`src/rtl/memory_bank_if.sv`:
```
// memory_bank_if
//   Bus bundle between a requester (master) and the memory_bank (slave).
//   Write port : wr_valid / wr_ready handshake with wr_addr, wr_data.
//   Clear port : clr_start request pulse, clr_busy status.
//   Read port  : rd_en, rd_addr in; rd_data, rd_valid out (1-cycle latency).
//   mem_flat   : flattened view of every entry, entry i at [i*WIDTH +: WIDTH].
interface memory_bank_if #(
  parameter int DEPTH = 64,
  parameter int WIDTH = 20,
  parameter int AW    = 6
);
  logic                   wr_valid;
  logic                   wr_ready;
  logic [AW-1:0]          wr_addr;
  logic [WIDTH-1:0]       wr_data;
  logic                   clr_start;
  logic                   clr_busy;
  logic                   rd_en;
  logic [AW-1:0]          rd_addr;
  logic [WIDTH-1:0]       rd_data;
  logic                   rd_valid;
  logic [DEPTH*WIDTH-1:0] mem_flat;

  modport master (
    output wr_valid, wr_addr, wr_data, clr_start, rd_en, rd_addr,
    input  wr_ready, clr_busy, rd_data, rd_valid, mem_flat
  );

  modport slave (
    input  wr_valid, wr_addr, wr_data, clr_start, rd_en, rd_addr,
    output wr_ready, clr_busy, rd_data, rd_valid, mem_flat
  );
endinterface

```
`src/rtl/memory_bank.sv`:
```
// memory_bank
//   DEPTH x WIDTH register-based storage feeding the LDC stage through
//   mem_flat. Entries 0..31 are the lower half (addr[5]=0), 32..63 the
//   upper half. Handshaked write, registered read (read-before-write) and
//   a sequential bulk-clear sweep of one entry per cycle.
// Ports:
//   clk     : rising-edge clock
//   rst_n   : asynchronous active-low reset
//   bank_if : memory_bank_if.slave (write, clear, read, mem_flat)
//
// state  | meaning
// -------+-----------------------------------------------------------
// IDLE   | writes accepted, waiting for clr_start
// CLEAR  | zeroing entry[r_cnt] each cycle, writes stalled
module memory_bank #(
  parameter int DEPTH = 64,   // must equal 2**AW
  parameter int WIDTH = 20,
  parameter int AW    = 6
) (
  input  logic         clk,
  input  logic         rst_n,
  memory_bank_if.slave bank_if
);

  typedef enum logic {
    S_IDLE  = 1'b0,
    S_CLEAR = 1'b1
  } state_t;

  localparam logic [AW-1:0] LAST_IDX = AW'(DEPTH - 1);

  state_t           r_state;
  logic [AW-1:0]    r_cnt;
  logic             r_wr_ready;
  logic             r_clr_busy;
  logic [WIDTH-1:0] r_mem [DEPTH];
  logic [WIDTH-1:0] r_rd_data;
  logic             r_rd_valid;
  logic             w_wr_fire;

  assign w_wr_fire = bank_if.wr_valid & r_wr_ready;

  // wr_ready / clr_busy are registered copies of the state decode so they
  // flip on the same edge as the state itself.
  always_ff @(posedge clk or negedge rst_n) begin
    if (!rst_n) begin
      r_state    <= S_IDLE;
      r_cnt      <= '0;
      r_wr_ready <= 1'b1;
      r_clr_busy <= 1'b0;
    end else begin
      case (r_state)
        S_IDLE: begin
          if (bank_if.clr_start) begin
            r_state    <= S_CLEAR;
            r_cnt      <= '0;
            r_wr_ready <= 1'b0;
            r_clr_busy <= 1'b1;
          end
        end
        S_CLEAR: begin
          // clr_start is ignored here: the sweep is never restarted.
          if (r_cnt == LAST_IDX) begin
            r_state    <= S_IDLE;
            r_cnt      <= '0;
            r_wr_ready <= 1'b1;
            r_clr_busy <= 1'b0;
          end else begin
            r_cnt <= r_cnt + AW'(1);
          end
        end
        default: begin
          r_state    <= S_IDLE;
          r_cnt      <= '0;
          r_wr_ready <= 1'b1;
          r_clr_busy <= 1'b0;
        end
      endcase
    end
  end

  // A write accepted in the same cycle as clr_start lands at that edge;
  // the sweep starts one edge later and zeroes it in turn.
  always_ff @(posedge clk or negedge rst_n) begin
    if (!rst_n) begin
      for (int i = 0; i < DEPTH; i++) r_mem[i] <= '0;
    end else if (r_state == S_CLEAR) begin
      r_mem[r_cnt] <= '0;
    end else if (w_wr_fire) begin
      r_mem[bank_if.wr_addr] <= bank_if.wr_data;
    end
  end

  // Reads sample storage before this edge's write/clear takes effect.
  always_ff @(posedge clk or negedge rst_n) begin
    if (!rst_n) begin
      r_rd_data  <= '0;
      r_rd_valid <= 1'b0;
    end else begin
      r_rd_valid <= bank_if.rd_en;
      if (bank_if.rd_en) r_rd_data <= r_mem[bank_if.rd_addr];
    end
  end

  for (genvar g = 0; g < DEPTH; g++) begin : g_flat
    assign bank_if.mem_flat[g*WIDTH +: WIDTH] = r_mem[g];
  end

  assign bank_if.wr_ready = r_wr_ready;
  assign bank_if.clr_busy = r_clr_busy;
  assign bank_if.rd_data  = r_rd_data;
  assign bank_if.rd_valid = r_rd_valid;

endmodule

```
`src/flat_wrapper.sv`:
```
// flat-port wrapper written by rule: the top's interface ports become plain ports
module memory_bank_flat 
#(
  parameter int DEPTH = 64,                      
  parameter int WIDTH = 20,
  parameter int AW    = 6
)
  (clk, rst_n, bank_if_wr_valid, bank_if_wr_addr, bank_if_wr_data, bank_if_clr_start, bank_if_rd_en, bank_if_rd_addr, bank_if_wr_ready, bank_if_clr_busy, bank_if_rd_data, bank_if_rd_valid, bank_if_mem_flat);
  memory_bank_if #(.DEPTH(DEPTH), .WIDTH(WIDTH), .AW(AW)) bank_if_i ();
  input  logic clk;
  input  logic rst_n;
  input wire logic [$bits(bank_if_i.wr_valid)-1:0] bank_if_wr_valid;
  input wire logic [$bits(bank_if_i.wr_addr)-1:0] bank_if_wr_addr;
  input wire logic [$bits(bank_if_i.wr_data)-1:0] bank_if_wr_data;
  input wire logic [$bits(bank_if_i.clr_start)-1:0] bank_if_clr_start;
  input wire logic [$bits(bank_if_i.rd_en)-1:0] bank_if_rd_en;
  input wire logic [$bits(bank_if_i.rd_addr)-1:0] bank_if_rd_addr;
  output wire logic [$bits(bank_if_i.wr_ready)-1:0] bank_if_wr_ready;
  output wire logic [$bits(bank_if_i.clr_busy)-1:0] bank_if_clr_busy;
  output wire logic [$bits(bank_if_i.rd_data)-1:0] bank_if_rd_data;
  output wire logic [$bits(bank_if_i.rd_valid)-1:0] bank_if_rd_valid;
  output wire logic [$bits(bank_if_i.mem_flat)-1:0] bank_if_mem_flat;
  assign bank_if_i.wr_valid = bank_if_wr_valid;
  assign bank_if_i.wr_addr = bank_if_wr_addr;
  assign bank_if_i.wr_data = bank_if_wr_data;
  assign bank_if_i.clr_start = bank_if_clr_start;
  assign bank_if_i.rd_en = bank_if_rd_en;
  assign bank_if_i.rd_addr = bank_if_rd_addr;
  assign bank_if_wr_ready = bank_if_i.wr_ready;
  assign bank_if_clr_busy = bank_if_i.clr_busy;
  assign bank_if_rd_data = bank_if_i.rd_data;
  assign bank_if_rd_valid = bank_if_i.rd_valid;
  assign bank_if_mem_flat = bank_if_i.mem_flat;
  memory_bank #(.DEPTH(DEPTH), .WIDTH(WIDTH), .AW(AW)) u_core (.clk(clk), .rst_n(rst_n), .bank_if(bank_if_i));
endmodule
```
`config.mk`:
```
export PLATFORM = sky130hd
export DESIGN_NAME = memory_bank_flat
export DESIGN_NICKNAME = d
export VERILOG_FILES = /design/src/rtl/memory_bank_if.sv /design/src/rtl/memory_bank.sv /design/src/flat_wrapper.sv
export SDC_FILE = /design/constraint.sdc
export NUM_CORES = 2
export LEC_CHECK = 0
export CORE_AREA = 2 2 515 517
export CTS_CLUSTER_SIZE = 28
export DETAILED_ROUTE_END_ITERATION = 10
export DIE_AREA = 0 0 517 519
export PLACE_DENSITY = 0.45
export SETUP_SLACK_MARGIN = 0.5
export SYNTH_ARGS = -nofsm -noshare
export SYNTH_HDL_FRONTEND = slang
export SYNTH_SLANG_ARGS = --single-unit
export TNS_END_PERCENT = 100
```
`constraint.sdc`:
```
create_clock -name clk -period 4.77 [get_ports clk]
set_clock_uncertainty 0.1 [all_clocks]
set_input_delay 1.1925 -clock clk [delete_from_list [all_inputs] [get_ports clk]]
set_output_delay 1.1925 -clock clk [all_outputs]
set_load 0.05 [all_outputs]
```
==> impl_metrics.py <==
metrics = {
    "sta": {
        "min_period_over_period_pct": 77.8,
        "slew_violations": 0,
        "worst_pin_slew_ns": 1.36,
        "hold_viol": 0,
        "slew_headroom_pct": 9.14,
        "min_period_ns": 3.71,
        "fin_tns_setup_ns": 0,
        "max_freq_ghz": 0.269,
        "rsz0062_at_grt": "false",
        "setup_viol": 0,
    },
    "grt": {
        "met2_usage_pct": 41.9,
        "grt_max_degree": 113,
        "grt_use_met1_pct": 36.5,
        "met3_usage_pct": 8.17,
        "busiest_layer": "met2",
        "antenna_found_initial": 31,
        "grt_usage_pct": 28.1,
        "first_global_vias": 49486,
        "grt_pass1_wl_um": 506000,
        "grt_remaining_overflow": 0,
    },
    "floorplanning": {
        "die_x_um": 517,
        "dieHeight_um": 519,
        "start_util_pct": 21.6,
        "rows": 189,
        "die_area_um2": 268000,
        "core_area_um2": 263000,
        "ioPinCount": 1340,
    },
    "yosys": {
        "syn_nets": 4291,
        "ys.flop_type": "dfrtp_1",
        "yosysUniqueCellTypes": 46,
        "syn-cell-area_um2": 57000,
        "syn_avg_cell_area_um2": 13.4,
        "async_flop_share_pct": 100,
        "synth-edff-count": 0,
        "yosysWarnings": 0,
        "yosysSeqAreaShare_pct": 57.5,
        "synth_seq_cells": 1310,
        "postSynthCellCount": 4253,
    },
    "route": {
        "drtAntennaViolNets": 0,
        "drt_iter0_drc": 5685,
        "vias_per_cell": 5.49,
        "drc_errors": 0,
        "vias": 50361,
        "drt_wl_total_um": 389000,
        "wl_per_cell_um": 42.5,
        "drt_pre_antenna_iters": 5,
    },
    "final_layout": {
        "drive_gt1_share_pct": 16.3,
        "area_growth_pct": 43.6,
        "final-seq-area_um2": 32800,
        "fin_util_pct": 31.1,
        "multi_input_area_um2": 23000,
        "layout.nets": 5527,
        "final.fill_count": 26363,
    },
    "outcome": {
        "status": "finished clean",
    },
    "job": {
        "maxCapViolations": 0,
    },
    "worst_setup_path": {
        "max_stage_delay_ns": 1.21,
        "cp.arrival_ns": 2.42,
        "critPathMaxFanout": 2,
        "critPathTopFamily": "buffers and inverters",
        "path_buf_inv": 1,
        "cp-end-kind": "output port",
        "worstSetupStartpointType": "register",
        "crit_slowest_cell": "clkdlybuf4s50_1",
        "crit_chain": "clkdlybuf4s50_1",
        "setup.worst_path.class": "register to output port",
        "cp.required_ns": 3.48,
    },
    "clock_tree": {
        "cts.hold.buffers_added": 0,
        "cts_resized": 0,
        "clk_pin_slew_ns": 0.07,
        "cts_root_buf": "clkbuf_16",
        "clock_latency_ns": 0.83,
        "clkSinkCount": 1310,
        "cts_max_path_buffers": 3,
        "htreeDepth": 4,
        "cts_buffers": 166,
        "cts_tree": "yes",
        "post_cts_buffers": 0,
    },
    "placement": {
        "numPortBuffers": 1339,
        "hpwl_um": 295000,
        "gp_congestion": 0.918,
    },
    "power_and_ir_drop": {
        "ir_worst_vdd_uv": 371,
        "leakagePower_nw": 35.1,
        "p_per_area_nw_per_um2": 351,
    },
    "worst_hold_path": {
        "hp-class": "input pin to async pin",
    },
}
## layer usage
| layer | share of wire [%] | vias to the layer above |
|---|---|---|
| li1 | - | 19265 |
| met1 | 41 | 27363 |
| met2 | 43 | 3146 |
| met3 | 9.4 | 583 |
| met4 | 6.5 | 4 |
| met5 | 0.0080 | - |
## cells by family (layout without fill, tap and decap cells)
family	count (synthesis)	count (layout)	share of synthesized area [%]
AOI/OAI and AO/OA	1636	1636	23.8
xor gates and xnor gates	3	3	0.0461
adders and majority gates	1	1	0.0220
buffers and inverters	548	1907	3.92
DFF	1310	1310	57.5
muxes	442	442	12.1
other	0	20	0
and+or+nand+nor	313	313	2.58
## registers in the layout, summed over array words and instances, names as in the netlist
name	count
u_core.bank_if.clr_busy	1
u_core.bank_if.mem_flat	1280
u_core.bank_if.rd_data	20
u_core.bank_if.rd_valid	1
u_core.bank_if.wr_ready	1
u_core.r_cnt	6
u_core.r_state	1
## worst paths after layout
check	cells after the start	slack, ns	end	start
worst max-delay path	1	1.06	bank_if_rd_data[19]	u_core.bank_if.rd_data[19]
worst min-delay path	1	0.24	u_core.bank_if.mem_flat[1255]	rst_n
worst max register to register	4	1.60	u_core.bank_if.mem_flat[624]	u_core.r_cnt[2]
worst min register to register	1	0.42	u_core.bank_if.mem_flat[251]	u_core.bank_if.mem_flat[251]
max in group asynchronous	2	2.96	u_core.bank_if.mem_flat[1143]	rst_n
min in group clk	1	0.42	u_core.bank_if.mem_flat[251]	u_core.bank_if.mem_flat[251]
## synthesized netlist by cell type (2+ instances only)
cell type | count | area (µm²)
a221o_1 | 20 | 200
xnor2_1 | 2 | 17.5
and3_1 | 4 | 25.0
nand4_1 | 20 | 125
nand3_1 | 6 | 30.0
nor2b_1 | 6 | 37.5
buf_6 | 8 | 90.1
nor3b_2 | 2 | 25.0
and3b_1 | 4 | 35.0
buf_2 | 68 | 340
buf_4 | 8 | 60.1
mux4_2 | 198 | 4460
buf_1 | 27 | 101
nand3b_1 | 3 | 22.5
nand4b_1 | 2 | 17.5
a31o_2 | 4 | 35.0
inv_1 | 2 | 7.51
nor2_1 | 122 | 458
or2_2 | 2 | 12.5
o22ai_1 | 40 | 250
a22oi_1 | 82 | 616
nand2b_1 | 26 | 163
a21oi_1 | 105 | 526
nor3_1 | 25 | 125
o221ai_1 | 20 | 175
a221oi_1 | 21 | 184
o211ai_1 | 19 | 143
mux2i_1 | 244 | 2440
a31oi_1 | 2 | 12.5
and2_1 | 3 | 18.8
dfrtp_1 | 1309 | 32800
nand2_1 | 79 | 297
nor3b_1 | 3 | 22.5
clkbuf_1 | 435 | 1630
o21ai_0 | 41 | 205
a22o_1 | 1280 | 11200
o21ai_1 | 2 | 10.0
## area by class of cell
type / count / area share (%)
Antenna cell: 20 / 0.0612
Sequential cell: 1310 / 40.1
Clock buffer: 239 / 5.93
Tap cell: 3533 / 5.40
Inverter: 2 / 0.00918
Multi-Input combinational cell: 2395 / 28.2
Timing Repair Buffer: 1614 / 19.4
Clock inverter: 52 / 0.936
## where the power goes
part | total, mW | internal (mW) | switching, mW
Sequential | 11.6 | 11.3 | 0.283
Clock | 13.3 | 7.87 | 5.42
Combinational | 3.82 | 0.934 | 2.89
## cells in the final DEF, fill, tap and decap left out, drive strengths merged, types with 40 or more instances in the layout
cell / instances
a22oi: 82
mux4: 198
nand2: 79
nor2: 122
a21oi: 105
o21ai: 43
clkbuf: 239
mux2i: 244
buf: 300
clkdlybuf4s50: 1314
o22ai: 40
dfrtp: 1309
a22o: 1280
## metrics by stage
stage	area [µm²]	hold slack [ns]	power, mW	worst slack [ns]	cells
after floorplan	57000	0.435	13.4	1.82	4253
after global placement	76100	0.405	15.6	0.341	8854
after detailed placement	76100	0.398	15.6	0.354	8854
after CTS	81800	0.239	28.9	0.900	9145
after global routing	81800	0.232	29.5	0.946	9146
final	81800	0.243	28.7	1.06	9165
## worst reg2reg max path: cells and delay by family (launching register included)
kind | cells | cell delay, ns
simple gates | 2 | 0.91
compound gates | 2 | 1.52
flops | 1 | 0.61
No activity file was read; power rests on OpenSTA's default activity.
